File: config.mk
export PLATFORM = sky130hd
export DESIGN_NAME = alu_share_ctrl
export DESIGN_NICKNAME = d
export VERILOG_FILES = /design/src/rtl/alu_share_pkg.sv /design/src/rtl/rr_arb2.sv /design/src/rtl/alu_share_ctrl.sv
export SDC_FILE = /design/constraint.sdc
export NUM_CORES = 1
export LEC_CHECK = 0
export BUFFER_PORTS_ARGS = -buffer_cell sky130_fd_sc_hd__buf_4
export CAP_MARGIN = 20
export CORE_MARGIN = 5
export CORE_UTILIZATION = 41
export CTS_CLUSTER_SIZE = 24
export DETAILED_ROUTE_END_ITERATION = 10
export PLACE_DENSITY = 0.77
export SLEW_MARGIN = 20
export SYNTH_ARGS = -nofsm -noshare
export SYNTH_HDL_FRONTEND = slang
export SYNTH_SLANG_ARGS = --single-unit
File: constraint.sdc
create_clock -name clk -period 1.72 [get_ports clk]
set_input_delay 0.172 -clock clk [delete_from_list [all_inputs] [get_ports clk]]
set_output_delay 0.172 -clock clk [all_outputs]
set_load 0.02 [all_outputs]
File: src/rtl/alu_share_pkg.sv
// Shared types and constants for the two-requester ALU sharing controller.
package alu_share_pkg;

    typedef enum logic [1:0] {
        IDLE,
        EXEC,
        RESP
    } state_t;

    localparam logic [3:0] NOP_OP = 4'hF;

    localparam logic [3:0] ADD    = 4'd0;
    localparam logic [3:0] SUB    = 4'd1;
    localparam logic [3:0] XOR    = 4'd2;
    localparam logic [3:0] RED    = 4'd3;
    localparam logic [3:0] SLL    = 4'd4;
    localparam logic [3:0] SRA    = 4'd5;
    localparam logic [3:0] ROR    = 4'd6;
    localparam logic [3:0] PADDSB = 4'd7;
    localparam logic [3:0] LW     = 4'd8;
    localparam logic [3:0] SW     = 4'd9;
    localparam logic [3:0] LLB    = 4'd10;
    localparam logic [3:0] LHB    = 4'd11;

    localparam int FLAG_Z = 2;
    localparam int FLAG_N = 1;
    localparam int FLAG_V = 0;

endpackage

File: src/rtl/rr_arb2.sv
// Two-way round-robin arbiter, purely combinational; the requester that did not
// win last time takes contention. No grant while enable is low.
module rr_arb2 (
    input  logic [1:0] valid,
    input  logic       last_grant,
    input  logic       enable,
    output logic [1:0] grant
);

    always_comb begin
        grant = 2'b00;
        if (enable) begin
            if (&valid) begin
                grant = last_grant ? 2'b01 : 2'b10;
            end else begin
                grant = valid;
            end
        end
    end

endmodule

File: src/rtl/alu_share_ctrl.sv
// Shares one ALU between two requesters: accept -> 1 EXEC cycle -> response held
// until the owner's rsp_ready; no new accept while a response is outstanding.
module alu_share_ctrl #(
    parameter int          DW     = 16,
    parameter logic [3:0]  NOP_OP = 4'hF
) (
    input  logic            clk,
    input  logic            rst,
    input  logic [1:0]      req_valid,
    output logic [1:0]      req_ready,
    input  logic [7:0]      req_op,
    input  logic [2*DW-1:0] req_a,
    input  logic [2*DW-1:0] req_b,
    output logic [1:0]      rsp_valid,
    input  logic [1:0]      rsp_ready,
    output logic [DW-1:0]   rsp_data,
    output logic [2:0]      rsp_flags,
    output logic [3:0]      alu_op,
    output logic [DW-1:0]   alu_in1,
    output logic [DW-1:0]   alu_in2,
    input  logic [DW-1:0]   alu_out,
    input  logic [2:0]      alu_flags
);

    import alu_share_pkg::*;

    state_t          state;
    logic            owner;
    logic            last_grant;
    logic [DW-1:0]   a_q;
    logic [DW-1:0]   b_q;
    logic [1:0]      grant;
    logic            arb_en;
    logic            win;
    logic [3:0]      sel_op;
    logic [DW-1:0]   sel_a;
    logic [DW-1:0]   sel_b;

    // rst gates the arbiter so req_ready is low for the whole reset pulse
    assign arb_en = (state == IDLE) && rst;

    rr_arb2 u_arb (
        .valid      (req_valid),
        .last_grant (last_grant),
        .enable     (arb_en),
        .grant      (grant)
    );

    assign req_ready = grant;
    assign win       = grant[1];
    assign alu_in1   = a_q;
    assign alu_in2   = b_q;

    // The ALU flag register has already taken the EXEC result by the time we are in RESP
    assign rsp_flags = (state == RESP) ? alu_flags : 3'b000;

    always_comb begin
        sel_op = win ? req_op[7:4]      : req_op[3:0];
        sel_a  = win ? req_a[2*DW-1:DW] : req_a[DW-1:0];
        sel_b  = win ? req_b[2*DW-1:DW] : req_b[DW-1:0];
    end

    always_ff @(posedge clk or negedge rst) begin
        if (!rst) begin
            state      <= IDLE;
            owner      <= 1'b0;
            last_grant <= 1'b1;
            a_q        <= '0;
            b_q        <= '0;
            alu_op     <= NOP_OP;
            rsp_valid  <= 2'b00;
            rsp_data   <= '0;
        end else begin
            case (state)
                IDLE: begin
                    if (|grant) begin
                        a_q        <= sel_a;
                        b_q        <= sel_b;
                        alu_op     <= sel_op;
                        owner      <= win;
                        last_grant <= win;
                        state      <= EXEC;
                    end
                end
                EXEC: begin
                    rsp_data  <= alu_out;
                    alu_op    <= NOP_OP;
                    rsp_valid <= owner ? 2'b10 : 2'b01;
                    state     <= RESP;
                end
                RESP: begin
                    if (rsp_ready[owner]) begin
                        rsp_valid <= 2'b00;
                        state     <= IDLE;
                    end
                end
                default: begin
                    alu_op    <= NOP_OP;
                    rsp_valid <= 2'b00;
                    state     <= IDLE;
                end
            endcase
        end
    end

endmodule

### Word-level counts from Yosys, hierarchy flattened

Index checks and enable logic that the tools add are counted.
Widths: inputs -> output; s select.

* $add $sub $neg: 0
* multiply operators: 0
* divide/modulo/power cells: 0
* order comparisons: 1
* equal/unequal tests: 4
* shifts and indexed selects: 0
* muxes and demuxes: 16
* bitwise logic cells: 2
* reduce and logical (&&, ||, !) cells: 8

Operators by type and width (number)
* $mux 16: 2
* $mux 2: 6
* $pmux 2 s3: 2
* $reduce_and 2->1: 5
* $mux 4: 2
* $pmux 4 s2: 1
* $ne 2x1->1 const B: 2
* $mux 3: 1
* $eq 2x1->1 const B: 1
* $eq 2x2->1 const B: 1
* $logic_not 2->1: 1
* $lt 1x2->1 const B: 1
* $mux 1: 2
* $not 1->1: 2
* $reduce_or 2->1: 1
* $logic_and 1x1->1: 1

* register bits: 58
* bits in latches: 0
* bits in writable memories: 0
* ROM bits: 0
* input bits: 97
* output and inout port bits: 59
* word-level logic and storage cells: 39
* memories kept: 0

### Logic depth before layout (Yosys ltp)

Gate-level depths: netlist of the first run.

* word-level depth: 6
* gate-level depth with buffers: 5
* gate-level depth less buffers: 3

### Cells and area by module

Synthesis of the first run repeated with hierarchy kept, for this count alone.

* cell total of the unflattened synthesis: 186
* area, all modules: 2693.8 µm²

By module, submodules not included
* alu_share_ctrl: instances 1, cells an instance 181, area an instance 2672.6 µm², sequential area each 1457.6 µm²
* rr_arb2: instances 1, cells an instance 5, area an instance 21.3 µm², sequential area each 0.0 µm²

### Least setup slack after synthesis of the first run

Ideal clock, no wire load.

* path type: register to register
* start: reg last_grant
* end: reg a_q[0] (netlist: alu_in1[0])
* setup time: 0.125 ns
* arrival time: 1.614 ns
* data required time: 1.595 ns
* slack: -0.019 ns
* cell stages (with the launch flop): 5
* clock period less this slack: 1.739 ns
* path through: dfstp_2 > a21bo_2 > clkbuf_1 > mux2_2 > mux2_4

* longest elaborated chain between the ends: 5
* elaborated cells between the ends (all ways): 6

RTL lines
* from (decl): RTL line alu_share_ctrl.sv:29 `logic last_grant;`
* from (signal assigned): RTL line alu_share_ctrl.sv:81 `last_grant <= win;`
* $mux 2 (*): RTL line rr_arb2.sv:14 `grant = last_grant ? 2'b01 : 2'b10;`
* $mux 2 (*): RTL line rr_arb2.sv:13 `if (&valid) begin`
* $mux 2 (*): RTL line rr_arb2.sv:12 `if (enable) begin`
* $reduce_or 2->1: RTL line alu_share_ctrl.sv:76 `if (|grant) begin`
* $reduce_and 2->1 (no line)
* to (signal assigned): RTL line alu_share_ctrl.sv:77 `a_q <= sel_a;`
* to (decl): RTL line alu_share_ctrl.sv:30 `logic [DW-1:0] a_q;`

Every way passes the cells marked *; elsewhere a longest branch is shown, timed or not.
A chain may end at the register's enable or synchronous reset.

### Worst setup path after layout of the first run

* start: reg last_grant
* end: reg b_q[3] (netlist: alu_in2[3])

* longest elaborated chain between the ends: 5
* elaborated cells between the ends (all ways): 6

RTL lines
* $mux 2 (*): RTL line rr_arb2.sv:14
* $mux 2 (*): RTL line rr_arb2.sv:13
* $mux 2 (*): RTL line rr_arb2.sv:12
* $reduce_or 2->1: RTL line alu_share_ctrl.sv:76
* $reduce_and 2->1 (no line)
* to (signal assigned): RTL line alu_share_ctrl.sv:78 `b_q <= sel_b;`
* to (decl): RTL line alu_share_ctrl.sv:31 `logic [DW-1:0] b_q;`

Marks and branches as above.

==> metrics.txt, run 1 <==
status=completed; Hold Crit Class=input port to asynchronous set/reset pin; peak supply drop=892 uV; Max-Cap Viols=0; most common cell in the netlist=dfrtp_1; ys async rst share=1.00; die area=8850 um2; measured slew at the worst slew-check pin=0.780 ns; Cell Pwr Density=1690 nW/um2; Worst Setup End Kind=flip-flop; routed via count=2,204; GR Util All Layers=0.171; Initial Util=0.424; area delta synth->final=52.9%; Warnings, synthesis=0; final core occ=0.648; worst skew pair latency=0.32 ns; die height=94.1 um; P_leak=2.13 nW; post-DR vias/cell=4.75; PortBufs=155; Worst Path Arrival=1.85 ns; die width=94.1 um; fmax=609 MHz; number of routed nets with antenna violations=0; grt ovf=0; initial antenna violation count=0; first drt pass iteration count=5; #FFs+latches synth=58; post-synth top area share=0.458; clock root cell=clkbuf_8; Ports=156; layout cells sized above 1=0.742; clk_skew=0.00489 ns; nets=460; global-route wire length before repair=11,900 um; fin crit period=1.64 ns; # clock sinks=58; Synth area leaders=dfrtp_1 46%, mux2_2 20%, mux2_4 15%, dfstp_2 4.5%, buf_12 2.1%; Distinct cells, synth=28; core area=6830 um2; # DRC=0; TritonCTS clock tree=built; cell accounting for the most synthesized area=dfrtp_1; Critical Path Source Type=flip-flop; Post-Syn Instances=193; # H-tree levels=3; CTS Buffer Depth=2; final setup violation count=0; final worst path period share=0.955; sequential element share of the synthesized area=0.503; area of the multi-input gates=1340 um2; Worst Path Class, Setup=flip-flop to flip-flop; FP Rows=30; final setup TNS=0 ns; Post-Syn Nets=290; CP max FO=24; # diodes=0; flop2flop setup slack=0.08 ns; final hold vios=0; Final Wtd Congestion=0.830; RSZ-0062 raised after global routing=no; Synth top cells by count=53 x dfrtp_1, 52 x mux2_2, 28 x mux2_4; Netlist Area Pre-Place=2900 um2; Syn Area/Cell=15.0 um2; Max-slew headroom=0.478; Reg area=1460 um2; Slew Limit Fails=0; Num CTS Buffers=9; drt initial violations=59; Top FF cell, synth=dfrtp_1; fin worst setup slack=0.0773 ns; Routed WL per cell=15.9 um; Critical Path RT=1.92 ns; Place WS=0.0413 ns; vias in the first global route=2,455; fill count=545; clk slew on worst S/H paths=0.06 ns; Post-synth EDFFs=0; largest net degree at the start of global routing=38; total wire length=7390 um; DP Wirelength=5780 um
[critical path, stage by stage, from the launching register on]
cell and delay, ns:
dfstp_2 0.55, a21bo_2 0.17, buf_12 0.18, mux2_2 0.36
mux2_4 0.26
[power by group]
part           total [mW]  switching, mW  internal [mW]  leakage (nW)
clock network        1.06          0.503          0.556        0.0872
logic                3.92           1.82           2.10          1.37
registers            2.51          0.401           2.10         0.675
[layout make-up]
| class | count | area share |
|---|---|---|
| Clock buffer | 13 | 0.0336 |
| Clock inverter | 3 | 0.00339 |
| Inverter | 2 | 0.00169 |
| Multi-Input combinational cell | 121 | 0.302 |
| Sequential cell | 58 | 0.329 |
| Tap cell | 96 | 0.0271 |
| Timing Repair Buffer | 171 | 0.303 |
[per-layer routing]
metal / part of all wire / track usage
met4: 0.014 / 0.0638
met1: 0.39 / 0.198
met3: 0.059 / 0.0353
met5: 0 / 0
met2: 0.54 / 0.309
[final timing paths]
kind	start	endpoint	cells after the start
setup / recovery	last_grant	alu_in2[3]	4
hold / removal	rst	alu_in2[9]	3
setup reg to reg	last_grant	alu_in2[3]	4
hold reg to reg	rsp_data[14]	rsp_data[14]	1
max in group asynchronous	rst	alu_in2[8]	3
min in group clk	alu_out[11]	rsp_data[11]	2
[state kept, by name, summed over array words and instances (netlist names)]
name,cells
alu_in1,16
alu_in2,16
rsp_data,16
alu_op,4
rsp_valid,2
state,2
last_grant,1
owner,1
[per-stage QoR]
stage	hold slack (ns)	instances	area, um2	power (mW)
global placement	0.189	446	4220	6.35
global route	0.0634	464	4430	7.92
finish	0.0740	464	4430	7.48
CTS	0.0644	463	4400	7.54
detailed placement	0.189	446	4220	6.44
floorplan	-0.124	193	2900	4.81
[kinds of logic after synthesis]
kind of cell,count (synthesis),share of synthesized area
compound gates,22,0.0592
flops,58,0.503
buf+inv,14,0.0436
simple gates,17,0.0397
mux,82,0.354
[repair_timing]
| action | in CTS | in global routing |
|---|---|---|
| hold buffers | 2 | 0 |
| endpoints found under the setup margin | 1 | 7 |
| hold endpoints to repair | 17 | 0 |
| gates resized for setup | 2 | 3 |
| gates cloned | 0 | 0 |
| pin swaps | 1 | 2 |
| buffers inserted | 0 | 1 |
[cell usage in the layout, fill, tap and decap left out, drive strengths merged]
| cell | n |
|---|---|
| buf | 169 |
| mux2 | 80 |
| dfrtp | 53 |
| clkbuf | 13 |
| dfstp | 5 |
| a2111oi | 4 |
| nor3 | 4 |
| o211ai | 4 |
| o31ai | 4 |
| nor2b | 3 |
| and2 | 3 |
| clkinv | 3 |
| nor2 | 3 |
| a21bo | 2 |
| mux2i | 2 |
| o2bb2ai | 2 |
| inv | 2 |
| o21ai | 2 |
| dlygate4sd3 | 2 |
| nand2b | 2 |
| nor4b | 1 |
| or3b | 1 |
| a211oi | 1 |
| o21a | 1 |
| a21boi | 1 |
| o22ai | 1 |
(Power assumes the default switching activity.)
==> inputs of run 2 (changes only) <==
--- a/config.mk
+++ b/config.mk
@@ -7,11 +7,13 @@
 export LEC_CHECK = 0
 export BUFFER_PORTS_ARGS = -buffer_cell sky130_fd_sc_hd__buf_4
 export CAP_MARGIN = 20
+export CELL_PAD_IN_SITES_DETAIL_PLACEMENT = 1
+export CELL_PAD_IN_SITES_GLOBAL_PLACEMENT = 2
 export CORE_MARGIN = 5
-export CORE_UTILIZATION = 41
+export CORE_UTILIZATION = 25
 export CTS_CLUSTER_SIZE = 24
 export DETAILED_ROUTE_END_ITERATION = 10
-export PLACE_DENSITY = 0.77
+export PLACE_DENSITY_LB_ADDON = 0.1
 export SLEW_MARGIN = 20
 export SYNTH_ARGS = -nofsm -noshare
 export SYNTH_HDL_FRONTEND = slang
==> run 2 against run 1 <==
Compared with the run above:
- the run now ends with setup timing left
- clock-buffer cell count did not move
- maximum frequency fell by 4.6%
- wire length rose by 21%
- non-clock buffer count rose by 3
- critical path depth rose by 1
- clock skew fell by 0.00054 ns
- final cell count rose by 11%
- via count rose by 2.9%
- critical path type unchanged
- highest routed layer unchanged
==> metrics.txt, run 2 (same netlist as run 1, synthesis figures left out) <==
worst skew pair latency=0.31 ns (was 0.32 ns); die area=13,800 um2 (was 8850 um2); Routed WL per cell=17.4 um (was 15.9 um); flop2flop setup slack=-0.001 ns (was 0.08 ns); r2r worst-path depth=5 (was 4); first drt pass iteration count=3 (was 5); Cell Pwr Density=1750 nW/um2 (was 1690 nW/um2); clk_skew=0.00435 ns (was 0.00489 ns); # clock sinks=58 (unchanged); final setup violation count=1 (was 0); failing checks=setup timing; # placed instances=493 (was 446); fill count=1,207 (was 545); Combinational Power Share=0.500 (was 0.523); Cell Int Power=5.33 mW (was 4.76 mW); number of routed nets with antenna violations=0 (unchanged); core area=11,400 um2 (was 6830 um2); CP max FO=7 (was 24); Max-Cap Viols=0 (unchanged); # DRC=0 (unchanged); total wire length=8930 um (was 7390 um); final non-filler cell total=514 (was 464); clk slew on worst S/H paths=0.05 ns (was 0.06 ns); measured slew at the worst slew-check pin=0.625 ns (was 0.780 ns); grt ovf=0 (unchanged); area delta synth->final=61.9% (was 52.9%); PortBufs=155 (unchanged); drt initial violations=48 (was 59); Worst Path Arrival=1.91 ns (was 1.85 ns); Num CTS Buffers=9 (unchanged); Hold Crit Class=input port to flip-flop (was input port to asynchronous set/reset pin); # diodes=0 (unchanged); Worst Hold Launch=alu_out[14]; largest net degree at the start of global routing=49 (was 38); vias in the first global route=2,654 (was 2,455); global-route wire length before repair=14,000 um (was 11,900 um); Net Sw Frac=0.351 (was 0.364); peak supply drop=584 uV (was 892 uV); layout cells sized above 1=0.747 (was 0.742); initial antenna violation count=0 (unchanged); Reg2Reg Capture Point=alu_in1[8] (was alu_in2[3]); final worst path period share=1.00 (was 0.955); Sw Pwr=2.88 mW (was 2.72 mW); clock root cell=clkbuf_16 (was clkbuf_8); Final Wtd Congestion=0.723 (was 0.830); CTS Buffer Depth=2 (unchanged); die width=118 um (was 94.1 um); # H-tree levels=3 (unchanged); Worst Setup End Kind=flip-flop (unchanged); hold-critical path depth=2; Worst Path Class, Setup=flip-flop to flip-flop (unchanged); TritonCTS clock tree=built (unchanged); r2r startpoint=state[0] (was last_grant); most frequent cells in the layout=162 x buf_4, 53 x dfrtp_1, 48 x mux2_2 (was 164 x buf_4, 53 x dfrtp_1, 52 x mux2_2); fmax=581 MHz (was 609 MHz); Max-slew headroom=0.584 (was 0.478); die height=118 um (was 94.1 um); Critical Path Source Type=flip-flop (unchanged); status=complete, but fails checks (was completed); Critical Path RT=1.91 ns (was 1.92 ns); final core occ=0.412 (was 0.648); Slew Limit Fails=0 (unchanged); most common cell after layout, fill and taps aside=buf_4 (unchanged); post-DR vias/cell=4.41 (was 4.75); FP Rows=39 (was 30); GR Util All Layers=0.126 (was 0.171); P_leak=2.23 nW (was 2.13 nW); Ports=156 (unchanged); final hold slack=0.0828 ns (was 0.0740 ns); Initial Util=0.255 (was 0.424); Reg power frac=0.306 (was 0.335); fin worst setup slack=-0.00101 ns (was 0.0773 ns); DP Wirelength=6860 um (was 5780 um); Worst Hold End=rsp_data[14]; fin crit period=1.72 ns (was 1.64 ns); Clock power frac=0.195 (was 0.142); nets=463 (was 460); RSZ-0062 raised after global routing=yes (was no); routed via count=2,268 (was 2,204); final hold vios=0 (unchanged)
run 2: changes by cell type in the layout (fill, tap and decap cells not counted), sizes merged:
cell,change
buf,+2
clkbuf,+1
run 2: layout make-up:
cell class	count	area, um2	share of cell area
well taps	143	179	0.0382
repair buffers	174	1420	0.304
clock inverters	3	15.0	0.00320
flip-flops and latches	58	1460	0.311
multi-input cells	121	1360	0.289
clock buffers	13	250	0.0534
inverters	2	7.51	0.00160
run 2: timing repair:
action	in CTS	in global routing
gates resized for setup	2	9
gates cloned	0	1
hold endpoints to repair	5	0
setup endpoints to repair	2	5
pin swaps	0	3
buffers inserted	0	2
hold buffers	2	0
run 2: layer usage:
layer  part of all wire  GRT usage  vias to the layer above
met5                  0          0                        -
met4             0.0088     0.0366                        0
met3              0.080     0.0500                        9
met2               0.51      0.220                       82
met1               0.40      0.141                     1122
li1                   -          -                     1055
run 2: worst max-delay path, cell delays in order, from the launching register on:
cell,delay [ns]
dfrtp_1,0.37
or3b_4,0.43
buf_12,0.14
nor2_8,0.16
clkbuf_16,0.19
mux2_4,0.30
run 2: power by group through the flow:
stage	Clock, mW	Combinational (mW)	Sequential (mW)
final	1.60	4.10	2.51
after global routing	1.70	4.35	2.61
after CTS	1.66	4.06	2.52
after detailed placement	0	4.05	2.52
after global placement	0	4.01	2.51
after floorplan	0	1.52	3.29
run 2: worst max path at each step:
stage          startpoint            to  slack [ns]  depth (start not counted)
2_1_floorplan  last_grant    alu_in1[0]       -0.02                          4
3_3_place_gp     state[1]   alu_in2[10]        0.08                          4
3_5_place_dp     state[1]   alu_in2[10]        0.05                          4
4_1_cts          state[1]  req_ready[1]      -0.002                          4
5_1_grt          state[0]    alu_in1[8]       -0.04                          5
6_report         state[0]    alu_in1[8]      -0.001                          5
run 2: through the flow:
stage / instance area [um2] / power [mW] / worst slack [ns] / TNS [ns]
floorplan: 2900 / 4.81 / -0.0191 / -0.382
global placement: 4300 / 6.51 / 0.0801 / 0
detailed placement: 4300 / 6.57 / 0.0509 / 0
CTS: 4590 / 8.24 / -0.00202 / -0.00202
global route: 4690 / 8.66 / -0.0390 / -0.671
finish: 4690 / 8.21 / -0.00101 / -0.00101
